==> src/rtl/shift_add_mul.sv <==
`default_nettype none
// ============================================================================
// Module      : shift_add_mul
// Description : Iterative unsigned shift-and-add multiplier. Accepts a pair
//               of BW-bit operands, spends BW cycles accumulating partial
//               products, then presents a 2*BW-bit registered product with a
//               one-cycle valid pulse.
//               Optional macro SHIFT_ADD_MUL_ZERO_SKIP_EN: a zero operand
//               completes in one cycle without entering BUSY.
// Revision    : 1.0 - initial release
// ============================================================================
module shift_add_mul #(
  parameter int BW = 4
) (
  input  logic            clk,
  input  logic            rstn,
  input  logic            inval,
  input  logic [BW-1:0]   inA,
  input  logic [BW-1:0]   inB,
  output logic [2*BW-1:0] mulout,
  output logic            outval,
  output logic            mulStarted
);

  localparam int            CW         = $clog2(BW + 1);
  localparam logic [CW-1:0] C_CNT_LOAD = CW'(BW);
  localparam logic [CW-1:0] C_CNT_LAST = CW'(1);

  typedef enum logic [0:0] {
    S_IDLE = 1'b0,
    S_BUSY = 1'b1
  } state_t;

  state_t          r_state;
  state_t          w_state_nxt;
  logic [2*BW-1:0] r_mcand;
  logic [BW-1:0]   r_mplier;
  logic [2*BW-1:0] r_acc;
  logic [CW-1:0]   r_cnt;
  logic [2*BW-1:0] r_mulout;
  logic            r_outval;

  logic            w_accept;
  logic            w_last;
  logic            w_zero_skip;
  logic [2*BW-1:0] w_acc_nxt;

  // Zero-operand shortcut: only meaningful when the feature is compiled in.
`ifdef SHIFT_ADD_MUL_ZERO_SKIP_EN
  assign w_zero_skip = (inA == '0) || (inB == '0);
`else
  assign w_zero_skip = 1'b0;
`endif

  assign w_accept  = (r_state == S_IDLE) && inval;
  assign w_last    = (r_state == S_BUSY) && (r_cnt == C_CNT_LAST);
  // Partial-product step: add the shifted multiplicand when the current
  // multiplier bit is set. The final step's sum goes straight to mulout.
  assign w_acc_nxt = r_acc + (r_mplier[0] ? r_mcand : '0);

  assign mulout     = r_mulout;
  assign outval     = r_outval;
  assign mulStarted = (r_state == S_BUSY);

  // State register.
  always_ff @(posedge clk) begin
    if (!rstn) begin
      r_state <= S_IDLE;
    end else begin
      r_state <= w_state_nxt;
    end
  end

  // Next-state logic: IDLE -> BUSY on a non-skipped accept, BUSY -> IDLE on the last step.
  always_comb begin
    w_state_nxt = r_state;
    case (r_state)
      S_IDLE: begin
        if (w_accept && !w_zero_skip) begin
          w_state_nxt = S_BUSY;
        end
      end
      S_BUSY: begin
        if (w_last) begin
          w_state_nxt = S_IDLE;
        end
      end
      default: w_state_nxt = S_IDLE;
    endcase
  end

  // Datapath: operand capture, iterative accumulate, and result/pulse registers.
  always_ff @(posedge clk) begin
    if (!rstn) begin
      r_mcand  <= '0;
      r_mplier <= '0;
      r_acc    <= '0;
      r_cnt    <= '0;
      r_mulout <= '0;
      r_outval <= 1'b0;
    end else begin
      r_outval <= 1'b0;
      if (w_accept) begin
        if (w_zero_skip) begin
          r_mulout <= '0;
          r_outval <= 1'b1;
        end else begin
          r_mcand  <= {{BW{1'b0}}, inA};
          r_mplier <= inB;
          r_acc    <= '0;
          r_cnt    <= C_CNT_LOAD;
        end
      end else if (r_state == S_BUSY) begin
        r_acc    <= w_acc_nxt;
        r_mcand  <= r_mcand << 1;
        r_mplier <= r_mplier >> 1;
        r_cnt    <= r_cnt - C_CNT_LAST;
        if (w_last) begin
          r_mulout <= w_acc_nxt;
          r_outval <= 1'b1;
        end
      end
    end
  end

endmodule
`default_nettype wire

==> config.mk <==
export PLATFORM = sky130hd
export DESIGN_NAME = shift_add_mul
export DESIGN_NICKNAME = d
export VERILOG_FILES = /design/src/rtl/shift_add_mul.sv
export SDC_FILE = /design/constraint.sdc
export NUM_CORES = 1
export LEC_CHECK = 0
export BUFFER_PORTS_ARGS = -buffer_cell sky130_fd_sc_hd__clkbuf_2
export CORE_MARGIN = 2
export CORE_UTILIZATION = 30
export DETAILED_ROUTE_END_ITERATION = 10
export GPL_TIMING_DRIVEN = 0
export PLACE_DENSITY_LB_ADDON = 0.12
export SYNTH_ARGS = -nofsm -noshare
export SYNTH_HDL_FRONTEND = slang
export SYNTH_SLANG_ARGS = --single-unit
==> constraint.sdc <==
create_clock -name clk -period 4.9 [get_ports clk]
set_input_delay 0.49 -clock clk [delete_from_list [all_inputs] [get_ports clk]]
set_output_delay 0.49 -clock clk [all_outputs]
set_load 0.02 [all_outputs]
# After elaboration in Yosys (flattened, before gate mapping)
# Index checks and enable logic that the tools add are counted.
# op_classes
add_sub_neg	2
n_mul	0
div_mod_pow	0
magnitude_cmp	0
eq_ne	1
shifts	0
mux	11
bitwise_logic	3
reduce_logical	6
# ops
op	count
4-bit two-way mux	4
8-bit adder	1
8-bit two-way mux	1
3-bit two-way mux	2
3-bit by 1-bit == test with 1-bit output, second input constant	1
1-bit two-way mux	3
1-bit inverter	3
3-bit AND reduction	1
3-bit OR reduction	1
3-bit by 1-bit subtractor with 3-bit output, second input constant	1
1-bit logical AND	2
1-bit case mux with 2 select lines	1
2-bit nonzero test	1
2-bit OR reduction	1
# totals
ff_bits	33
latch_bits	0
mem_bits_rw	0
mem_bits_ro	0
inputBits	11
out_inout_bits	10
word_cells	32
memories	0

# Logic depth before layout (Yosys ltp)
# Gate-level depths: netlist of the first run.
# logic_depth
depth_word	4
ltp_mapped	9
depth_no_buf	9

# Worst setup path before layout of the first run
# Ideal clock, no wire load.
# synth_path
path_type	reg-to-reg
from	register r_mplier[0]
to	register r_mulout[6], in the netlist mulout[6]
setup_ps	87
arrival_ps	1772
required_ps	4813
path_slack_ps	3041
stages_incl_launch_ff	10
path_buffers	0
synth_period_minus_slack_ps	1859
cell_sequence	dfxtp_1 and2_1 ha_1 inv_1 fa_1 nor2b_4 o31a_1 o21ai_2 nor3b_1 o31ai_1
# synth_between
elab_chain_cells	2
# synth_rtl
element	line	source
start, declared	37	logic [BW-1:0] r_mplier;
start signal, assigned	109	r_mplier <= inB;
start signal, assigned	116	r_mplier <= r_mplier >> 1;
8-bit two-way mux	59	assign w_acc_nxt = r_acc + (r_mplier[0] ? r_mcand : '0);
8-bit adder	59	
end signal, assigned	119	r_mulout <= w_acc_nxt;
end, declared	40	logic [2*BW-1:0] r_mulout;
# No other way between the ends.
# A chain may end at the register's enable or synchronous reset.

# Final worst setup path of the first run
# Same ends and word-level chain as after synthesis.

==> results_dict.tcl, run 1 <==
set metrics [dict create \
    grtUsageTotal_pct 12.7 \
    io_buffers 20 \
    clk_pin_slew_ns 0.07 \
    fin_tns_setup_ns 0 \
    cts_buffers 5 \
    pwr-share-clk_pct 44.0 \
    drv_cap 0 \
    htree_levels 2 \
    path_max_fanout 9 \
    switchingPower_w 0.000137 \
    cts-root-buf "clkbuf_8" \
    max_freq_ghz 0.469 \
    ir_drop_uv 138 \
    yosysSeqAreaShare_pct 40.5 \
    arrival_ns 2.33 \
    finalSetupViolations 0 \
    synth.ff_latch_count 33 \
    cts_tree "yes" \
    relSlewSlack_pct 63.5 \
    yosysWarnings 0 \
    syn_inst 177 \
    rows 26 \
    place.gp.congestion 0.795 \
    crit_type "flop to flop" \
    grt_start_max_net_pins 11 \
    dr.pass1.iters 4 \
    worstSetupEndpointType "flop" \
    internal_power_w 0.000465 \
    core-area_um2 5170 \
    final_nets 225 \
    hold_viol_final 0 \
    pwr-share-comb_pct 8.8 \
    final.period_utilization_pct 43.5 \
    period_minus_slack_ns 2.13 \
    final_cell_mix "33 x dfxtp_1, 20 x clkbuf_2, 17 x mux2i_1, 16 x nand2_1, 16 x nor2_1" \
    p_leak_nw 0.823 \
    n_antenna_cell 0 \
    rsz0062_at_grt "no" \
    outcome "finished clean" \
    ff2ff_path_depth 9 \
    hold_buffers 0 \
    drtAntennaViolNets 0 \
    ys_types 37 \
    num_vias 1249 \
    min_path_cells 3 \
    ctsLongestPathBuffers 2 \
    die_y_um 77.7 \
    drive_above_1_share_pct 17.6 \
    final_common_cell "dfxtp_1" \
    vias_per_cell 4.54 \
    cts_resized 0 \
    required_ns 5.10 \
    die-area_um2 6040 \
    avgSynthCellArea_um2 9.21 \
    clk_latency_ns 0.28 \
    p_sw_share_pct 22.7 \
    drtIter0Drc 47 \
    detailed_place_hpwl_mm 2.68 \
    post-route-util_pct 37.4 \
    start_kind "flop" \
    pin_count 21 \
    grt_pass1_wl_mm 5.99 \
    wirelength_mm 3.52 \
    initial_core_util_pct 31.5 \
    cts_sinks 33 \
    die_x_um 77.7 \
    maxSlewViolCount 0 \
    grt-ovfl-total 0 \
    syn_area_um2 1630 \
    pwr-share-seq_pct 47.1 \
    tightestPinTransition_ns 0.544 \
    area_growth_pct 18.6 \
    hold_path.class "primary input to flop" \
    finClkSkew_ns 0.00770 \
    drcViolationCount 0 \
    routedWlPerCell_um 12.8 \
    grt_pass1_vias 1224 \
    power.density_nw_per_um2 311 \
    synth_nets 198 \
    antenna_found_initial 0 \
    post-cts-setup-buffer-count 0 \
]
synth_stat cells:
library cell / count / area [µm²]
dfxtp_1: 33 / 661
mux2i_1: 17 / 170
nand2_1: 16 / 60.1
nor2_1: 16 / 60.1
and2_1: 12 / 75.1
ha_1: 9 / 113
inv_1: 9 / 33.8
o21ai_0: 9 / 45.0
a21oi_1: 5 / 25.0
a22o_1: 4 / 35.0
buf_2: 4 / 20.0
clkbuf_1: 4 / 15.0
xnor2_1: 4 / 35.0
nand3_1: 3 / 15.0
o21ai_1: 3 / 15.0
xor2_1: 3 / 26.3
a211oi_1: 2 / 15.0
nand2b_1: 2 / 12.5
nor3b_1: 2 / 15.0
o21a_1: 2 / 15.0
o31ai_1: 2 / 15.0
a211oi_2: 1 / 12.5
a21boi_1: 1 / 7.51
a21o_1: 1 / 7.51
a31oi_2: 1 / 12.5
and3b_1: 1 / 8.76
fa_1: 1 / 20.0
mux2_2: 1 / 11.3
nand3b_1: 1 / 7.51
nand4_1: 1 / 6.26
nand4b_1: 1 / 8.76
nor2b_1: 1 / 6.26
nor2b_4: 1 / 13.8
nor3_1: 1 / 5.00
o21ai_2: 1 / 8.76
o311ai_0: 1 / 8.76
o31a_1: 1 / 8.76
through the flow:
step                hold WS, ns  area (µm²)  cells  total power (W)  setup WS [ns]
global route              0.465        1930    275         0.000628           2.56
floorplan                 0.446        1630    177         0.000326           3.04
global placement          0.438        1820    267         0.000342           2.78
CTS                       0.453        1930    275         0.000610           2.77
finish                    0.453        1930    275         0.000602           2.77
detailed placement        0.444        1820    267         0.000343           2.78
worst max-delay path, stage by stage, from the launching register on:
cell,delay [ns]
dfxtp_1,0.46
and2_1,0.19
ha_1,0.17
inv_1,0.05
fa_1,0.44
nor2b_4,0.14
o31a_1,0.17
o21ai_2,0.09
nor3b_1,0.16
o31ai_1,0.18
worst paths after layout:
kind	endpoint	from	slack, ns
min	r_mcand[0]	inA[0]	0.45
min reg2reg	mulout[6]	mulout[6]	0.46
max	mulout[6]	r_mplier[0]	2.77
max reg2reg	mulout[6]	r_mplier[0]	2.77
cell families after synthesis:
group,after synthesis,synth area share (%)
AOI/OAI and AO/OA,34,14.2
xor gates and xnor gates,7,3.76
adders and majority gates,10,8.14
buffers and inverters,17,4.22
DFF,33,40.5
muxes,18,11.1
and+or+nand+nor,58,18.0
power groups by stage:
stage	clock network (W)	registers (W)	logic, W
2_1_floorplan	0	0.000289	0.0000375
3_5_place_dp	0	0.000290	0.0000538
3_3_place_gp	0	0.000289	0.0000528
4_1_cts	0.000273	0.000283	0.0000541
6_report	0.000265	0.000283	0.0000532
5_1_grt	0.000283	0.000285	0.0000602
final cells by class:
cell class                 count  area, µm²
buffer                         8       35.0
clock buffer                   7       86.3
clock inverter                 1       30.0
fill                         515       3240
inverter                       9       33.8
multi-input combinational    127        901
sequential                    33        661
tap                           70       87.6
timing repair buffer          20        100
registers in the layout (all words and copies together), names as in the netlist:
register,count
mulout,8
r_acc,8
r_mcand,8
r_mplier,4
r_cnt,3
mulStarted,1
outval,1
metal layers:
layer / share of wire, % / up-vias / GRT usage, %
met3: 3.5 / 6 / 3.49
li1: - / 658 / -
met1: 49 / 568 / 16.3
met5: 0 / - / 0
met2: 46 / 17 / 20.1
met4: 1.6 / 0 / 4.82
No activity file was read; power rests on OpenSTA's default activity.
==> run 2: changes to the inputs <==
ABC_AREA = 1   (was unset)
clock period = 1.7 ns   (was 4.9 ns; I/O delays follow)
==> results_dict.tcl, run 2 <==
set metrics [dict create \
    outcome "finished clean" \
    relSlewSlack_pct 78.1 \
    cp_cell_sequence "nand2_2 -> inv_2 -> ha_4 -> inv_2 -> fa_2 -> inv_2 -> nand2_2 -> nand2_2 -> and2_4 -> or2_1 -> nand3_1 -> nand2_1 -> inv_1" \
    final_cell_mix "80 x nand2_1, 32 x inv_1, 31 x dfxtp_1, 23 x nand3_1, 20 x clkbuf_2" \
    die-area_um2 6420 \
    cts_tree "yes" \
    grtUsageTotal_pct 14.9 \
    n_antenna_cell 0 \
    wirelength_mm 4.17 \
    drtAntennaViolNets 0 \
    rsz0062_at_grt "yes" \
    ctsLongestPathBuffers 2 \
    final_common_cell "nand2_1" \
    syn_area_um2 1740 \
    start_kind "flop" \
    required_ns 1.89 \
    grt-ovfl-total 0 \
    grt_pass1_wl_mm 7.16 \
    tightestPinTransition_ns 0.328 \
    crit_type "flop to flop" \
    area_growth_pct 25.3 \
    cts_sinks 33 \
    finClkSkew_ns 0.00564 \
    hold_buffers 0 \
    hold_path.class "primary input to flop" \
    yosysSeqAreaShare_pct 38.0 \
    drtIter0Drc 42 \
    drv_cap 0 \
    grt_start_max_net_pins 11 \
    place.gp.congestion 0.761 \
    max_freq_ghz 0.604 \
    grt_pass1_vias 1518 \
    io_buffers 20 \
    finalSetupViolations 0 \
    core-area_um2 5540 \
    ir_drop_uv 335 \
    p_leak_nw 1.08 \
    synth_area_leaders "dfxtp_1 38%, nand2_1 19%, inv_1 7.8%" \
    post-route-util_pct 39.3 \
    cts_buffers 5 \
    yosysMostFrequentCell "nand2_1" \
    period_minus_slack_ns 1.65 \
    timing.rr.end "r_acc[4]" \
    synth_common_cells "86 x nand2_1, 36 x inv_1, 33 x dfxtp_1" \
    crit_buf_inv 4 \
    ys_types 24 \
    max_stage_delay_ns 0.37 \
    timing.rr.start "r_mplier[0]" \
    drive_above_1_share_pct 26.1 \
    syn_inst 253 \
    crit_start "r_mplier[0]" \
    dr.pass1.iters 4 \
    arrival_ns 1.85 \
    setup_ws_ns 0.0451 \
    yosysWarnings 0 \
    vias_per_cell 4.37 \
    final_nets 304 \
    synth_top_flop_cell "dfxtp_1" \
    synthArstFlopShare_pct 0 \
    hold_viol_final 0 \
    dp_slack_ns -0.211 \
    cts-root-buf "clkbuf_8" \
    path_max_fanout 4 \
    synth_nets 274 \
    synth.ff_latch_count 33 \
    drcViolationCount 0 \
    initial_core_util_pct 31.4 \
    die_y_um 80.1 \
    maxSlewViolCount 0 \
    clk_pin_slew_ns 0.07 \
    pin_count 21 \
    cp_top_family "simple AND/OR/NAND/NOR gates" \
    path_depth 13 \
    power.density_nw_per_um2 792 \
    die_x_um 80.1 \
    num_vias 1556 \
    synth_largest_area_cell "dfxtp_1" \
    synth_edf_count 0 \
    htree_levels 2 \
    routedWlPerCell_um 11.7 \
    final.period_utilization_pct 97.3 \
    detailed_place_hpwl_mm 2.83 \
    crit_path_top_delay_cell "dfxtp_4" \
    rrSetupSlack_ns 0.05 \
    synth_top_area_share_pct 38.0 \
    worstSetupEndpointType "flop" \
    ff2ff_path_depth 13 \
    avgSynthCellArea_um2 6.87 \
    antenna_found_initial 0 \
    rows 27 \
    clk_latency_ns 0.29 \
    crit_end "r_acc[4]" \
]
## run 2: cell count changes after synthesis, moves of 4 or more
cell / change
nand2_1: +70
inv_1: +27
nand3_1: +22
mux2i_1: -17
and2_1: -12
a21oi_1: +10
clkbuf_1: -4
inv_2: +4
nor2_2: +4
xnor2_1: -4
## run 2: cell type report
cell class | count | area (µm²)
Clock buffer | 7 | 96.3
Sequential cell | 33 | 666
Fill cell | 602 | 3360
Inverter | 40 | 150
Tap cell | 72 | 90.1
Timing Repair Buffer | 24 | 134
Multi-Input combinational cell | 174 | 1000
Buffer | 5 | 36.3
Clock inverter | 1 | 5.00
## run 2: power by group
part,internal (W),switching (W)
combinational,0.0000861,0.000135
sequential,0.000801,0.0000236
clock,0.000366,0.000312
total,0.00125,0.000470
## run 2: kinds of logic after synthesis
kind of cell / synth area share (%)
AOI/OAI and AO/OA: 7.92
xor gates and xnor gates: 1.01
adders and majority gates: 7.63
buffers and inverters: 11.0
DFF: 38.0
and+or+nand+nor: 34.4
## run 2: worst min-delay path: cells and delay by family
family	cells	cell delay (ns)
compound gates	1	0.05
buf+inv	1	0.08
simple gates	1	0.06
## run 2: worst min path at each step
stage | cells after the start | to | slack [ns] | startpoint
after floorplan | 2 | r_mcand[1] | 0.27 | rstn
after global placement | 3 | r_mplier[3] | 0.41 | inB[3]
after detailed placement | 3 | r_mplier[3] | 0.42 | inB[3]
after CTS | 3 | r_mplier[3] | 0.1 | inB[3]
after global routing | 3 | r_mcand[0] | 0.1 | inA[0]
final | 3 | r_mcand[0] | 0.11 | inA[0]
## run 2: repair_timing
action,in CTS,in global routing
endpoints found under the setup margin,9,10
gates resized for setup,15,13
buffers inserted,3,1
pin swaps,5,12
## run 2: stage by stage
step,hold WS (ns),total power [W],instance area [µm²],TNS [ns],instances
detailed placement,0.415,0.00105,1930,-0.805,345
global route,0.0989,0.00183,2180,-0.193,356
floorplan,0.268,0.000983,1740,0,253
finish,0.106,0.00172,2180,0,356
CTS,0.0960,0.00175,2140,-0.235,356
global placement,0.408,0.00105,1930,-0.731,345
## run 2: layer usage
metal | up-vias | part of all wire [%] | track usage, %
li1 | 841 | - | -
met1 | 679 | 49 | 18.8
met2 | 31 | 45 | 23.5
met3 | 5 | 4.5 | 4.94
met4 | 0 | 1.6 | 5.59
met5 | - | 0 | 0
